[config.mk]
export PLATFORM = sky130hd
export DESIGN_NAME = anneal_ctrl_flat
export DESIGN_NICKNAME = d
export VERILOG_FILES = /design/src/rtl/anneal_ctrl_if.sv /design/src/rtl/anneal_ctrl.sv /design/src/flat_wrapper.sv
export SDC_FILE = /design/constraint.sdc
export NUM_CORES = 1
export LEC_CHECK = 0
export ABC_AREA = 0
export CORE_AREA = 2 2 181 183
export DETAILED_ROUTE_END_ITERATION = 8
export DIE_AREA = 0 0 183 185
export GPL_TIMING_DRIVEN = 0
export PLACE_DENSITY = 0.59
export SLEW_MARGIN = 20
export SYNTH_ARGS = -nofsm -noshare
export SYNTH_HDL_FRONTEND = slang
export SYNTH_SLANG_ARGS = --single-unit
[constraint.sdc]
create_clock -name clk -period 3 [get_ports clk]
set_input_delay 0.3 -clock clk [delete_from_list [all_inputs] [get_ports clk]]
set_output_delay 0.3 -clock clk [all_outputs]
set_load 0.02 [all_outputs]
[src/rtl/anneal_ctrl_if.sv]
// Neuron-side handshake bundle: load strobes and done flags, network phase
// handshake and the scheduled mu value presented to the neuron.
interface anneal_ctrl_if #(
  parameter int FP_DATA_WIDTH = 16
) ();
  logic                     en_neuron;
  logic                     wrQ;
  logic                     wrVmem;
  logic                     wrNeuronI;
  logic                     wrMu;
  logic                     en_spike;
  logic [FP_DATA_WIDTH-1:0] mu_sched;
  logic                     neuronWrQDone;
  logic                     neuronWrVmemDone;
  logic                     neuronWrNeuronIDone;
  logic                     neuronWrMuDone;
  logic                     en_network;
  logic                     networkDone;

  modport master (
    output en_neuron, wrQ, wrVmem, wrNeuronI, wrMu, en_spike, mu_sched,
    input  neuronWrQDone, neuronWrVmemDone, neuronWrNeuronIDone, neuronWrMuDone,
    input  en_network, networkDone
  );

  modport slave (
    input  en_neuron, wrQ, wrVmem, wrNeuronI, wrMu, en_spike, mu_sched,
    output neuronWrQDone, neuronWrVmemDone, neuronWrNeuronIDone, neuronWrMuDone,
    output en_network, networkDone
  );
endinterface

[src/rtl/anneal_ctrl.sv]
// Anneal controller: sequences the four neuron load handshakes, then runs the
// spike/network iterations while stepping mu through a 16-entry schedule table.
module anneal_ctrl #(
  parameter int FP_DATA_WIDTH = 16,
  parameter int ITER_WIDTH    = 16,
  parameter int TIMEOUT       = 1024
) (
  input  logic                     clk,
  input  logic                     reset,
  input  logic                     start,
  input  logic [ITER_WIDTH-1:0]    num_iter,
  input  logic [7:0]               steps_per_mu,
  input  logic                     sched_we,
  input  logic [3:0]               sched_addr,
  input  logic [FP_DATA_WIDTH-1:0] sched_data,
  anneal_ctrl_if.master            nrn,
  output logic                     busy,
  output logic                     done,
  output logic                     timeout_err,
  output logic [ITER_WIDTH-1:0]    iter_count,
  output logic [3:0]               sched_idx
);

  localparam int WAIT_W = $clog2(TIMEOUT + 1);

  typedef enum logic [3:0] {
    IDLE, LD_Q, LD_VMEM, LD_NID, LD_MU, SPIKE, RUN, FINISH, ERR
  } state_e;

  state_e                   state_q;
  logic [WAIT_W-1:0]        wait_q;
  logic [ITER_WIDTH-1:0]    iter_q;
  logic [3:0]               idx_q;
  logic [7:0]               sub_q;
  logic                     wrq_q, wrvmem_q, wrnid_q, wrmu_q, en_spike_q, en_neuron_q;
  logic                     busy_q, done_q, terr_q;
  logic [FP_DATA_WIDTH-1:0] sched_tbl_q [16];

  logic                     ld_done_d;
  state_e                   ld_next_d;
  logic                     ld_ready_d;
  logic                     ld_tmo_d;
  logic [7:0]               spm_eff_d;
  logic [8:0]               sub_nxt_d;
  logic                     step_done_d;
  logic [ITER_WIDTH-1:0]    iter_nxt_d;

  // Done flag and successor of the load state currently being served.
  always_comb begin
    ld_done_d = 1'b0;
    ld_next_d = IDLE;
    case (state_q)
      LD_Q:    begin ld_done_d = nrn.neuronWrQDone;       ld_next_d = LD_VMEM; end
      LD_VMEM: begin ld_done_d = nrn.neuronWrVmemDone;    ld_next_d = LD_NID;  end
      LD_NID:  begin ld_done_d = nrn.neuronWrNeuronIDone; ld_next_d = LD_MU;   end
      LD_MU:   begin ld_done_d = nrn.neuronWrMuDone;      ld_next_d = SPIKE;   end
      default: begin ld_done_d = 1'b0;                    ld_next_d = IDLE;    end
    endcase
  end

  // wait_q is 0 in the strobe cycle, so >=2 means two full cycles have elapsed.
  assign ld_ready_d  = ld_done_d && (wait_q >= WAIT_W'(2));
  assign ld_tmo_d    = (wait_q == WAIT_W'(TIMEOUT - 1));
  assign spm_eff_d   = (steps_per_mu == 8'd0) ? 8'd1 : steps_per_mu;
  assign sub_nxt_d   = {1'b0, sub_q} + 9'd1;
  assign step_done_d = (sub_nxt_d >= {1'b0, spm_eff_d});
  assign iter_nxt_d  = iter_q + ITER_WIDTH'(1);

  // Control FSM with all status and strobe outputs registered.
  always_ff @(posedge clk) begin
    if (reset) begin
      state_q     <= IDLE;
      wait_q      <= '0;
      iter_q      <= '0;
      idx_q       <= 4'd0;
      sub_q       <= 8'd0;
      wrq_q       <= 1'b0;
      wrvmem_q    <= 1'b0;
      wrnid_q     <= 1'b0;
      wrmu_q      <= 1'b0;
      en_spike_q  <= 1'b0;
      en_neuron_q <= 1'b0;
      busy_q      <= 1'b0;
      done_q      <= 1'b0;
      terr_q      <= 1'b0;
    end else begin
      wrq_q      <= 1'b0;
      wrvmem_q   <= 1'b0;
      wrnid_q    <= 1'b0;
      wrmu_q     <= 1'b0;
      en_spike_q <= 1'b0;
      case (state_q)
        IDLE: begin
          if (start) begin
            state_q     <= LD_Q;
            wrq_q       <= 1'b1;
            wait_q      <= '0;
            en_neuron_q <= 1'b1;
            busy_q      <= 1'b1;
            done_q      <= 1'b0;
            terr_q      <= 1'b0;
            iter_q      <= '0;
            idx_q       <= 4'd0;
            sub_q       <= 8'd0;
          end
        end
        LD_Q, LD_VMEM, LD_NID, LD_MU: begin
          if (ld_ready_d) begin
            state_q  <= ld_next_d;
            wait_q   <= '0;
            wrvmem_q <= (state_q == LD_Q);
            wrnid_q  <= (state_q == LD_VMEM);
            wrmu_q   <= (state_q == LD_NID);
          end else if (ld_tmo_d) begin
            state_q     <= ERR;
            wait_q      <= '0;
            en_neuron_q <= 1'b0;
            done_q      <= 1'b1;
            terr_q      <= 1'b1;
          end else begin
            wait_q <= wait_q + WAIT_W'(1);
          end
        end
        SPIKE: begin
          if (num_iter == '0) begin
            state_q     <= FINISH;
            en_neuron_q <= 1'b0;
            busy_q      <= 1'b0;
            done_q      <= 1'b1;
          end else begin
            state_q    <= RUN;
            en_spike_q <= 1'b1;
          end
        end
        RUN: begin
          if (nrn.en_network && nrn.networkDone) begin
            iter_q <= iter_nxt_d;
            if (step_done_d) begin
              sub_q <= 8'd0;
              idx_q <= (idx_q == 4'd15) ? 4'd15 : idx_q + 4'd1;
            end else begin
              sub_q <= sub_nxt_d[7:0];
            end
            if (iter_nxt_d == num_iter) begin
              state_q     <= FINISH;
              en_neuron_q <= 1'b0;
              busy_q      <= 1'b0;
              done_q      <= 1'b1;
            end
          end
        end
        FINISH: state_q <= IDLE;
        ERR: begin
          state_q <= IDLE;
          busy_q  <= 1'b0;
        end
        default: state_q <= IDLE;
      endcase
    end
  end

  // Schedule table has no reset so its contents survive between runs.
  always_ff @(posedge clk) begin
    if (sched_we && !busy_q) begin
      sched_tbl_q[sched_addr] <= sched_data;
    end
  end

  assign nrn.wrQ       = wrq_q;
  assign nrn.wrVmem    = wrvmem_q;
  assign nrn.wrNeuronI = wrnid_q;
  assign nrn.wrMu      = wrmu_q;
  assign nrn.en_spike  = en_spike_q;
  assign nrn.en_neuron = en_neuron_q;
  assign nrn.mu_sched  = sched_tbl_q[idx_q];
  assign busy          = busy_q;
  assign done          = done_q;
  assign timeout_err   = terr_q;
  assign iter_count    = iter_q;
  assign sched_idx     = idx_q;

endmodule

[src/flat_wrapper.sv]
// flat-port wrapper written by rule: the top's interface ports become plain ports
module anneal_ctrl_flat 
#(
  parameter int FP_DATA_WIDTH = 16,
  parameter int ITER_WIDTH    = 16,
  parameter int TIMEOUT       = 1024
)
  (clk, reset, start, num_iter, steps_per_mu, sched_we, sched_addr, sched_data, busy, done, timeout_err, iter_count, sched_idx, nrn_en_neuron, nrn_wrQ, nrn_wrVmem, nrn_wrNeuronI, nrn_wrMu, nrn_en_spike, nrn_mu_sched, nrn_neuronWrQDone, nrn_neuronWrVmemDone, nrn_neuronWrNeuronIDone, nrn_neuronWrMuDone, nrn_en_network, nrn_networkDone);
  anneal_ctrl_if #(.FP_DATA_WIDTH(FP_DATA_WIDTH)) nrn_i ();
  input  logic clk;
  input  logic reset;
  input  logic start;
  input  logic [ITER_WIDTH-1:0] num_iter;
  input  logic [7:0] steps_per_mu;
  input  logic sched_we;
  input  logic [3:0] sched_addr;
  input  logic [FP_DATA_WIDTH-1:0] sched_data;
  output logic busy;
  output logic done;
  output logic timeout_err;
  output logic [ITER_WIDTH-1:0] iter_count;
  output logic [3:0] sched_idx;
  output wire logic [$bits(nrn_i.en_neuron)-1:0] nrn_en_neuron;
  output wire logic [$bits(nrn_i.wrQ)-1:0] nrn_wrQ;
  output wire logic [$bits(nrn_i.wrVmem)-1:0] nrn_wrVmem;
  output wire logic [$bits(nrn_i.wrNeuronI)-1:0] nrn_wrNeuronI;
  output wire logic [$bits(nrn_i.wrMu)-1:0] nrn_wrMu;
  output wire logic [$bits(nrn_i.en_spike)-1:0] nrn_en_spike;
  output wire logic [$bits(nrn_i.mu_sched)-1:0] nrn_mu_sched;
  input wire logic [$bits(nrn_i.neuronWrQDone)-1:0] nrn_neuronWrQDone;
  input wire logic [$bits(nrn_i.neuronWrVmemDone)-1:0] nrn_neuronWrVmemDone;
  input wire logic [$bits(nrn_i.neuronWrNeuronIDone)-1:0] nrn_neuronWrNeuronIDone;
  input wire logic [$bits(nrn_i.neuronWrMuDone)-1:0] nrn_neuronWrMuDone;
  input wire logic [$bits(nrn_i.en_network)-1:0] nrn_en_network;
  input wire logic [$bits(nrn_i.networkDone)-1:0] nrn_networkDone;
  assign nrn_en_neuron = nrn_i.en_neuron;
  assign nrn_wrQ = nrn_i.wrQ;
  assign nrn_wrVmem = nrn_i.wrVmem;
  assign nrn_wrNeuronI = nrn_i.wrNeuronI;
  assign nrn_wrMu = nrn_i.wrMu;
  assign nrn_en_spike = nrn_i.en_spike;
  assign nrn_mu_sched = nrn_i.mu_sched;
  assign nrn_i.neuronWrQDone = nrn_neuronWrQDone;
  assign nrn_i.neuronWrVmemDone = nrn_neuronWrVmemDone;
  assign nrn_i.neuronWrNeuronIDone = nrn_neuronWrNeuronIDone;
  assign nrn_i.neuronWrMuDone = nrn_neuronWrMuDone;
  assign nrn_i.en_network = nrn_en_network;
  assign nrn_i.networkDone = nrn_networkDone;
  anneal_ctrl #(.FP_DATA_WIDTH(FP_DATA_WIDTH), .ITER_WIDTH(ITER_WIDTH), .TIMEOUT(TIMEOUT)) u_core (.clk(clk), .reset(reset), .start(start), .num_iter(num_iter), .steps_per_mu(steps_per_mu), .sched_we(sched_we), .sched_addr(sched_addr), .sched_data(sched_data), .nrn(nrn_i), .busy(busy), .done(done), .timeout_err(timeout_err), .iter_count(iter_count), .sched_idx(sched_idx));
endmodule
Yosys cells after proc, flatten, opt, wreduce, memory -nomap -nowiden. Memory sizes are Yosys's and may differ from the RTL's. A register that Yosys moved wholly into a read port is not among the register bits. Cells that the tools add are included.

Muxes and demuxes: 48. Reduce and logical (&&, ||, !) cells: 22. Equality and inequality tests: 18. Bitwise gates (word level): 4. Add/sub/neg operators: 4. Magnitude comparators: 2.

Operator list (number): 2-to-1 mux 4 bit (11); 2-to-1 mux 11 bit (3); 2-to-1 mux 16 bit (2); 2-to-1 mux 8 bit (4); one-hot mux 16 bit (2 select lines) (1); one-hot mux 11 bit (2 select lines) (1); 2-to-1 mux 1 bit (17); adder 16 x 1 -> 16 bit, second input constant (1); equality test 16 bit (1); logical NOT 16 bit (1); one-hot mux 1 bit (4 select lines) (4); one-hot mux 4 bit (4 select lines) (1); one-hot mux 8 bit (2 select lines) (1); equality test 4 x 3 -> 1 bit, second input constant (3); one-hot mux 3 bit (4 select lines) (1); AND reduction 4 bit (3); adder 11 x 1 -> 11 bit, second input constant (1); equality test 11 x 10 -> 1 bit, second input constant (1); greater-or-equal comparator 11 x 2 -> 1 bit, second input constant (1); inequality test 2 x 1 -> 1 bit, second input constant (5); adder 8 x 1 -> 9 bit, second input constant (1); greater-or-equal comparator 9 x 8 -> 1 bit (1); equality test 4 x 2 -> 1 bit, second input constant (2); equality test 4 bit, second input constant (2); 20 further kinds (29).

Memory bits (writable): 256. Input bits: 54. Register bits: 52. Output and inout bits: 45. Memories kept: 1.

Memory list: u_core.sched_tbl_q (words 16, width 16, read ports 1, clocked after Yosys merged registers in 1, write ports 1, line anneal_ctrl.sv:37) `logic [FP_DATA_WIDTH-1:0] sched_tbl_q [16];`.

Logic depth before layout (Yosys ltp).
Word-level depth: 8. Gate-level depth with buffers: 12.

Least setup slack after synthesis. Ideal clock, no wire load.

Path type: register -> register. Start point: reg u_core.iter_q[0] (netlist: u_core.iter_count[0]). End point: reg u_core.state_q[2]. Library setup time: 123 ps. Required time: 2877 ps. Arrival time: 2773 ps. Cell stages (with the launch flop): 10. Slack: 104 ps. Buffers on the path: 1. Cells stage by stage: dfxtp_1 ha_1 buf_2 nand3_2 nor4_1 xnor2_1 o211ai_1 or4b_4 o21ai_1 mux2_1.

Word-level cells in the longest chain between the ends: 4.

Ends and longest elaborated chain: from (decl) (line anneal_ctrl.sv:32) `logic [ITER_WIDTH-1:0] iter_q;`; from (signal assigned) (line anneal_ctrl.sv:137) `iter_q <= iter_nxt_d;`; adder 16 x 1 -> 16 bit (line anneal_ctrl.sv:67) `assign iter_nxt_d = iter_q + ITER_WIDTH'(1);`; equality test 16 bit (line anneal_ctrl.sv:144) `if (iter_nxt_d == num_iter) begin`; inequality test 2 x 1 -> 1 bit (no source line); AND reduction 4 bit (no source line); to (signal assigned) (line anneal_ctrl.sv:109) `state_q <= ld_next_d;`; to (decl) (line anneal_ctrl.sv:30) `state_e state_q;`.

No other way between the ends. A chain may end at the register's enable or synchronous reset.

==> results by group <==
Clock network
  – H-tree depth: 2
  – Skew-Pair Late Insertion Delay: 0.52 ns
  – Total clock sinks: 312
  – CTS tree: yes
  – Reg clk slew, reported paths: 0.06 ns
  – Quantity of hold-fixing buffers added after cts: 0
  – Clock Tree Buf Depth: 3
  – CTS root buffer: clkbuf_16
  – TritonCTS Buffers: 34

Pwr
  – Internal Power: 7410 uW
  – Sw power: 2180 uW
  – Seq pwr share: 50.3%
  – Clock share of power: 42.1%
  – Combinational power share: 7.5%
  – LEAKAGE: 0.00521 uW
  – VDD IR max: 0.343 mV
  – P per Cell Area: 588 mW/mm^2
  – Switch share: 22.7%
  – Tot Pwr: 9590 uW

Synthesis
  – Post-synth EDFFs: 256
  – Area leader, netlist: edfxtp_1
  – Cells after Synth: 828
  – Yosys warns: 0
  – Register area share after synthesis: 66.5%
  – Synth area leaders: edfxtp_1, mux4_2, dfxtp_1
  – Post-synth top area share: 58.1%
  – Yosys reg bits: 312
  – Syn_nets: 895
  – Post-synth top flop: edfxtp_1
  – Mapped cell area: 0.0132 sq mm
  – Avg Inst Size Synth: 16.0 sq um
  – Distinct cells, synth: 62
  – Async set-reset flop share out of synthesis: 0%

Outcome
  – Status: finished clean

Critical path
  – FF-to-FF End: u_core.nrn.en_neuron
  – Flop-to-flop setup slack: 0.17 ns
  – Worst R2R Path Depth: 9
  – CP Buf/Inv Count: 3
  – Critical path endpoint category: output pin
  – Crit-path cells: buf_12 > buf_8 > mux4_2 > mux4_2 > dlygate4sd2_1
  – CP Class: reg -> out
  – Max FO, Critical Path: 10
  – WP data arrival: 2.59 ns
  – Crit path largest cell delay: 0.53 ns
  – Worst endpoint required time: 2.70 ns
  – Cell mode on critical path: mux4_2
  – Critical Path Source Type: flip-flop
  – CP delay by family, top: multiplexers
  – Worst R2R Start: u_core.iter_count[1]
  – Slowest-stage cell, CP: mux4_2

Finish
  – Cell area after layout: 0.0163 sq mm
  – Most frequent cells in the layout: edfxtp_1, clkdlybuf4s50_1, mux4_2
  – Ratio of cells with drive above 1 in the final layout: 22.1%
  – Layout Area Growth over Synthesis: 23.2%
  – Nets@finish: 1047
  – Final Core Density: 50.9%
  – Most common cell after layout, fill and taps aside: edfxtp_1

Drt
  – Drc violations: 0
  – Metal2 WL: 15400 um
  – Routed wire length: 30800 um
  – Total iterations of the first detailed-routing run: 5
  – Met3 wire length: 1610 um
  – DR top layer: met4
  – DR vias: 7874
  – Avg WL per Cell: 21.8 um
  – Iteration-0 DRC Markers: 592
  – Vias per std cell: 5.56
  – ANT nets after route: 0
  – Met1 wire length: 13300 um

STA
  – Fmax: 0.346 GHz
  – Worst-Margin Slew: 0.866 ns
  – Min cycle time layout: 2.89 ns
  – Final Max Slew Viols: 0
  – Final Hold Viols: 0
  – Final setup viols: 0
  – Fin crit share: 96.4%
  – Slew HR: 41.8%
  – Clock Skew: 0.0176 ns

Global route
  – Largest net degree at the start of global routing: 17
  – Global route total overflow: 0
  – GRT Total Usage: 18.4%
  – Initial antenna violation count: 1
  – First-pass GRT wire length: 46700 um
  – Vias in the first global route: 7762

Place
  – Placed Area: 0.0149 sq mm
  – Detailed Place HPWL: 20400 um
  – Port bufs: 98
  – GP Congestion: 0.833

Die
  – Cell Rows: 66
  – Die Span X: 183 um
  – Num ports: 99
  – Die height: 185 um
  – Die area: 0.0339 sq mm
  – Initial Util: 41.3%
  – Total core area: 0.0320 sq mm

Worst hold path
  – WHS Endpoint: u_core.wait_q[10]
  – Hold Startpoint: u_core.wait_q[10]
  – Hold Path Depth: 1
  – Worst hold path type: reg -> reg

Flow run
  – Max-Cap Viols: 0
[through the flow]
stage | hold WS, ns | setup WS [ns] | TNS (ns) | cells
6_report | 0.464 | 0.108 | 0 | 1415
5_1_grt | 0.489 | -0.00690 | -0.00690 | 1414
4_1_cts | 0.468 | -0.103 | -0.396 | 1407
3_5_place_dp | 0.462 | -0.867 | -16.89 | 1345
3_3_place_gp | 0.454 | -1.34 | -119.38 | 1334
2_1_floorplan | 0.399 | 0.104 | 0 | 828
[cells in the mapped netlist, drive strengths merged, types with 10 or more instances]
master,n
nand2,34
a21oi,25
ha,13
inv,10
nor3,28
buf,20
nor2,58
xnor2,22
nand3,23
nand2b,10
clkbuf,22
edfxtp,256
nor4,16
mux4,80
a31oi,12
o21ai,24
dfxtp,56
xor2,18
[repair_timing]
action	in CTS	in global routing
endpoints found under the setup margin	38	19
gates resized for setup	90	16
pin swaps	0	2
setup buffers	3	7
[registers in the layout, summed over array words and instances (netlist names), named ones only]
name	count
u_core.busy	1
u_core.done	1
u_core.iter_count	16
u_core.nrn.en_neuron	1
u_core.nrn.en_spike	1
u_core.nrn.wrMu	1
u_core.nrn.wrNeuronI	1
u_core.nrn.wrQ	1
u_core.nrn.wrVmem	1
u_core.sched_idx	4
u_core.sched_tbl_q	256
u_core.state_q	4
u_core.sub_q	8
u_core.timeout_err	1
u_core.wait_q	11
[area by class of cell]
cell class	count	area, sq um
timing repair buffer	119	1180
multi-input combinational	464	4400
fill	2741	15700
clock inverter	19	170
buffer	39	269
tap	408	510
inverter	10	37.5
clock buffer	43	916
antenna	1	2.50
sequential	312	8830
[layer usage]
metal	track usage (%)	vias to the layer above
li1	-	3626
met1	24.5	3972
met2	31.7	237
met3	3.09	39
met4	4.35	0
met5	0	-
[power by group through the flow]
| stage | combinational, uW | clock, uW | sequential [uW] |
|---|---|---|---|
| finish | 724 | 4040 | 4830 |
| global route | 799 | 4310 | 4840 |
| CTS | 730 | 4130 | 4830 |
| detailed placement | 728 | 0 | 4920 |
| global placement | 702 | 0 | 4930 |
| floorplan | 384 | 0 | 4940 |
[how the worst max path moves through the flow]
stage	slack [ns]	startpoint	end	cells after the start
floorplan	0.10	u_core.iter_count[0]	u_core.state_q[2]	9
global placement	-1.34	sched_we	u_core.sched_tbl_q[8][9]	4
detailed placement	-0.87	flip-flop	nrn_mu_sched[15]	5
CTS	-0.10	flip-flop	nrn_mu_sched[5]	4
global route	-0.007	u_core.sub_q[2]	u_core.sub_q[6]	11
finish	0.11	flip-flop	nrn_mu_sched[15]	5
[cell families after synthesis]
group | synth area share, %
AO/OA/AOI/OAI | 4.57
flip-flops | 66.5
XOR/XNOR | 2.65
adder cells (fa/ha/maj) | 1.23
buffers and inverters | 1.59
AND/OR/NAND/NOR | 9.58
multiplexers | 13.8
Power figures use the tool's default switching activity.
==> RTL change 1, RTL diff (same flow settings) <==
Add an input register stage for `start`, `num_iter`, `steps_per_mu`, `sched_we`, `sched_addr` and `sched_data`; this delays them by one clock. The other inputs are not delayed to match.
--- a/src/rtl/anneal_ctrl.sv
+++ b/src/rtl/anneal_ctrl.sv
@@ -28,2 +28,18 @@
   } state_e;
+
+  logic start_q;
+  logic [ITER_WIDTH-1:0] num_iter_q;
+  logic [7:0] steps_per_mu_q;
+  logic sched_we_q;
+  logic [3:0] sched_addr_q;
+  logic [FP_DATA_WIDTH-1:0] sched_data_q;
+
+  always_ff @(posedge clk) begin
+    start_q        <= start;
+    num_iter_q     <= num_iter;
+    steps_per_mu_q <= steps_per_mu;
+    sched_we_q     <= sched_we;
+    sched_addr_q   <= sched_addr;
+    sched_data_q   <= sched_data;
+  end
 
@@ -63,3 +79,3 @@
   assign ld_tmo_d    = (wait_q == WAIT_W'(TIMEOUT - 1));
-  assign spm_eff_d   = (steps_per_mu == 8'd0) ? 8'd1 : steps_per_mu;
+  assign spm_eff_d   = (steps_per_mu_q == 8'd0) ? 8'd1 : steps_per_mu_q;
   assign sub_nxt_d   = {1'b0, sub_q} + 9'd1;
@@ -93,3 +109,3 @@
         IDLE: begin
-          if (start) begin
+          if (start_q) begin
             state_q     <= LD_Q;
@@ -124,3 +140,3 @@
         SPIKE: begin
-          if (num_iter == '0) begin
+          if (num_iter_q == '0) begin
             state_q     <= FINISH;
@@ -143,3 +159,3 @@
             end
-            if (iter_nxt_d == num_iter) begin
+            if (iter_nxt_d == num_iter_q) begin
               state_q     <= FINISH;
@@ -163,4 +179,4 @@
   always_ff @(posedge clk) begin
-    if (sched_we && !busy_q) begin
-      sched_tbl_q[sched_addr] <= sched_data;
+    if (sched_we_q && !busy_q) begin
+      sched_tbl_q[sched_addr_q] <= sched_data_q;
     end
Behaviour: not the same (Yosys sat finds a counterexample within 4 cycles, from zero or initial values and one cycle with reset high).
==> RTL change 1 against the unedited design <==
Setup slack got worse by 0.0073 ns. Maximum frequency fell by 0.25%. Routed wire length rose by 2.7%. Clock skew fell by 0.0030 ns. Synthesized cell count rose by 6.5%. Hold slack got worse by 0.25 ns. Synthesized area rose by 7.7%. Sequential cell count rose by 46. Cell area rose by 5.6%. Count of clock-buffer cells in the layout rose by 9. Critical path type unchanged. Power rose by 13%. Highest routed layer unchanged. Sequential power rose by 15%.
==> RTL change 1: results (changes against the unedited design) <==
status=completed (unchanged); Tot GR Track Use=0.189 (was 0.184); Compound-Gate Fraction of Synth Area=0.0524 (was 0.0457); Rel. slew slack=0.498 (was 0.418); HPWL after DPL=20.2 mm (was 20.4 mm); CP max FO=10 (unchanged); CTS Buf Count=38 (was 34); sequential area share after synthesis=0.683 (was 0.665); top cells by count, synth=edfxtp_1, dfxtp_1, mux4_2, nor2_1, nand2_1 (was edfxtp_1, mux4_2, nor2_1, dfxtp_1, nand2_1); Routed WL per cell=21.6 um (was 21.8 um); endpoints failing setup=0 (unchanged); H-Tree Depth=2 (unchanged); non-filler cells, final=1465 (was 1415); Layout Skew=0.0146 ns (was 0.0176 ns); mux contribution to synthesized area=0.132 (was 0.138); ys flop type=edfxtp_1 (unchanged); Synth area leaders=edfxtp_1, dfxtp_1, mux4_2 (was edfxtp_1, mux4_2, dfxtp_1); Final Hold Viols=0 (unchanged); layout cells sized above 1=0.198 (was 0.221); Mapped Cells=882 (was 828); first-pass GRT wire length=47.9 mm (was 46.7 mm); initial antenna violation count=0 (was 1); xor/xnor share of the synthesized area=0.0215 (was 0.0265); post-synthesis net count=949 (was 895); type of the worst min-delay path=in2reg (was reg2reg); final layout net count=1094 (was 1047); via count=8121 (was 7874); fill cell count=2642 (was 2741); Place WS=-0.508 ns (was -0.867 ns); Synth Area in Adders=0.0121 (was 0.0123); GP Congestion=0.877 (was 0.833); post-synth cell types=72 (was 62); Critical Path AT=2.60 ns (was 2.59 ns); IO Port Bufs=98 (unchanged); Leakage=5.55 nW (was 5.21 nW); area of the multi-input gates=4380 um2 (was 4400 um2); Ant. Diodes=0 (was 1); dpl cell area=15900 um2 (was 14900 um2); total placed cells including tap cells=1396 (was 1345); Peak VDD IR=0.000433 V (was 0.000343 V); Starting DRT DRC Count=628 (was 592)
## RTL change 1: cell count changes in the layout (fill, tap and decap cells not counted), moves of 5 or more
cell	unedited run	this run
a21oi_1	25	33
a31oi_1	11	6
buf_4	17	10
buf_8	9	2
dfxtp_1	47	100
inv_1	10	22
nor3_1	23	15
o21ai_0	19	25
or3_1	8	3
## RTL change 1: timing repair
item	4_1_cts	5_1_grt
resized for setup	82	11
buffers inserted	0	1
setup endpoints to repair	24	32
cloned	0	0
pin swaps	0	1
hold endpoints to repair	0	0
## RTL change 1: power by group
part           leakage, nW  internal, mW  total (mW)  switching, mW
Combinational         1.84         0.349       0.865          0.516
Sequential            3.15          5.45        5.57          0.116
Clock                0.563          2.52        4.40           1.87
Total                 5.55          8.33        10.8           2.50
## RTL change 1: path summary, 6_finish.rpt
path	start	endpoint	slack (ns)	depth (start not counted)
hold / removal	sched_data[1]	u_core.sched_data_q[1]$_DFF_P_	0.22	1
hold reg to reg	u_core.done$_SDFFE_PP0P_	u_core.done$_SDFFE_PP0P_	0.47	2
setup reg to reg	u_core.iter_count[0]$_SDFFE_PP0P_	u_core.state_q[1]$_SDFFE_PP0P_	0.16	8
setup / recovery	register	nrn_mu_sched[13]	0.10	5
## RTL change 1: layer usage
metal	GRT usage	part of all wire	vias up
li1	-	-	3779
met1	0.242	0.42	4056
met2	0.334	0.51	232
met3	0.0358	0.053	54
met4	0.0493	0.019	0
met5	0	0	-
## RTL change 1: kinds of logic (layout without fill, tap and decap cells)
| family | after synthesis | after routing |
|---|---|---|
| buffers and inverters | 61 | 236 |
| adders and majority gates | 14 | 14 |
| xor gates and xnor gates | 35 | 35 |
| and+or+nand+nor | 212 | 212 |
| DFF | 358 | 358 |
| muxes | 87 | 87 |
| AOI/OAI and AO/OA | 115 | 115 |
## RTL change 1: metrics by stage
step           hold slack [ns]  power (mW)    TNS, ns
2_1_floorplan            0.328        6.17          0
3_3_place_gp             0.457        6.51     -51.77
3_5_place_dp             0.459        6.55      -7.50
4_1_cts                  0.200        10.9   -0.00684
5_1_grt                  0.196        11.2  -0.000123
6_report                 0.215        10.8          0
## RTL change 1: cell type report
class	instances	share of cell area
sequential	358	0.565
multi-input combinational	463	0.254
clock buffer	52	0.0601
timing repair buffer	107	0.0601
tap	408	0.0296
buffer	37	0.0184
clock inverter	18	0.00770
inverter	22	0.00479
## RTL change 1: worst max-delay path: stages, from the launching register on
cell	delay [ns]
dfxtp_1	0.35
buf_12	0.18
buf_12	0.18
mux4_2	0.51
mux4_2	0.53
clkdlybuf4s15_1	0.31
==> RTL change 2, RTL diff (config.mk and constraints unchanged) <==
Without the edit above. `TIMEOUT` is set to 1024 in 2 places; all go to 2048.
--- a/src/rtl/anneal_ctrl.sv
+++ b/src/rtl/anneal_ctrl.sv
@@ -5,3 +5,3 @@
   parameter int ITER_WIDTH    = 16,
-  parameter int TIMEOUT       = 1024
+  parameter int TIMEOUT       = 2048
 ) (
--- a/src/flat_wrapper.sv
+++ b/src/flat_wrapper.sv
@@ -5,3 +5,3 @@
   parameter int ITER_WIDTH    = 16,
-  parameter int TIMEOUT       = 1024
+  parameter int TIMEOUT       = 2048
 )
Function: no difference found for any inputs over 4 cycles, from zero or initial values and one cycle with reset high; that may be too few to reach the edited logic, so the function may still have changed.
==> RTL change 2 against the unedited design <==
Synthesized area rose by 0.71%. Setup slack got worse by 0.044 ns. Count of clock-buffer cells in the layout fell by 5. Critical endpoint is now nrn_mu_sched[13]. Power rose by 3.1%. Combinational power rose by 3.5%. Die area did not move. Routed wire length rose by 0.63%. Cell area rose by 0.43%. Maximum frequency fell by 1.5%. Synthesized cell count rose by 1.8%. Sequential cell count rose by 1.
==> RTL change 2: results (changes against the unedited design) <==
xor/xnor share of the synthesized area=0.0268 (was 0.0265); Peak VDD IR=0.000339 V (was 0.000343 V); R2R depth=12 (was 9); Leakage=5.29 nW (was 5.21 nW); Compound-Gate Fraction of Synth Area=0.0530 (was 0.0457); dpl cell area=15100 um2 (was 14900 um2); Layout Skew=0.00860 ns (was 0.0176 ns); Critical Path AT=2.64 ns (was 2.59 ns); Starting DRT DRC Count=616 (was 592); mean post-synth cell area=15.8 um2 (was 16.0 um2); R2R Path Start=u_core.sub_q[1]$_SDFFE_PP0P_ (was u_core.iter_count[1]$_SDFFE_PP0P_); NetSw=2.23 mW (was 2.18 mW); register share of total power=0.491 (was 0.503); top cells by count, synth=edfxtp_1, mux4_2, nor2_1, dfxtp_1, a21oi_1 (was edfxtp_1, mux4_2, nor2_1, dfxtp_1, nand2_1); sequential area share after synthesis=0.662 (was 0.665); Tot GR Track Use=0.186 (was 0.184); CP peak stage delay=0.55 ns (was 0.53 ns); Routed WL per cell=21.7 um (was 21.8 um); mux contribution to synthesized area=0.138 (about the same); Place WS=-0.539 ns (was -0.867 ns); Setup Buffers After CTS=2 (was 3); status=completed (unchanged); non-filler cells, final=1427 (was 1415); Clock net power=4.28 mW (was 4.04 mW); crit path capture=nrn_mu_sched[13] (was nrn_mu_sched[15]); Ant. Diodes=0 (was 1); met1 wire length=13.8 mm (was 13.3 mm); Final WS setup=0.0643 ns (was 0.108 ns); WL met3=1.97 mm (was 1.61 mm); met2 Usage GRT=0.305 (was 0.317); layout cells sized above 1=0.216 (was 0.221); DR WL met2=14.7 mm (was 15.4 mm); vias in the first global route=8107 (was 7762); met1 Track Usage GR=0.256 (was 0.245); final layout net count=1061 (was 1047); vias per cell=5.55 (was 5.56); post-synthesis net count=910 (was 895); met3 Usage GRT=0.0409 (was 0.0309); first-pass GRT wire length=47.4 mm (was 46.7 mm); Worst Hold Launch=u_core.sub_q[2]$_SDFFE_PP0P_ (was u_core.wait_q[10]$_SDFFE_PP0P_); CTS Buf Count=35 (was 34); Hold-fix buffers, CTS=0 (unchanged)
RTL change 2: cell count changes after synthesis, sizes merged, moves of 5 or more:
cell	change
nor2	+6
nor3	-10
a31oi	-8
nor4	-6
inv	+6
a21oi	+19
nand4	+7
and3	+5
RTL change 2: how the worst min path moves through the flow:
stage | slack [ns] | end | cells past startpoint
after floorplan | 0.40 | u_core.sched_tbl_q[0][0]$_DFFE_PP_ | 0
after global placement | 0.48 | u_core.sub_q[7]$_SDFFE_PP0P_ | 2
after detailed placement | 0.48 | u_core.sub_q[7]$_SDFFE_PP0P_ | 2
after CTS | 0.49 | u_core.sub_q[7]$_SDFFE_PP0P_ | 2
after global routing | 0.52 | u_core.sub_q[2]$_SDFFE_PP0P_ | 2
final | 0.50 | u_core.sub_q[2]$_SDFFE_PP0P_ | 2
RTL change 2: cell type report:
type	count	area, um2
inverters	16	60.1
clock buffers	38	918
plain buffers	40	315
clock inverters	24	245
repair buffers	116	1140
flip-flops and latches	313	8830
multi-input cells	472	4350
well taps	408	510
fillers	2658	15700
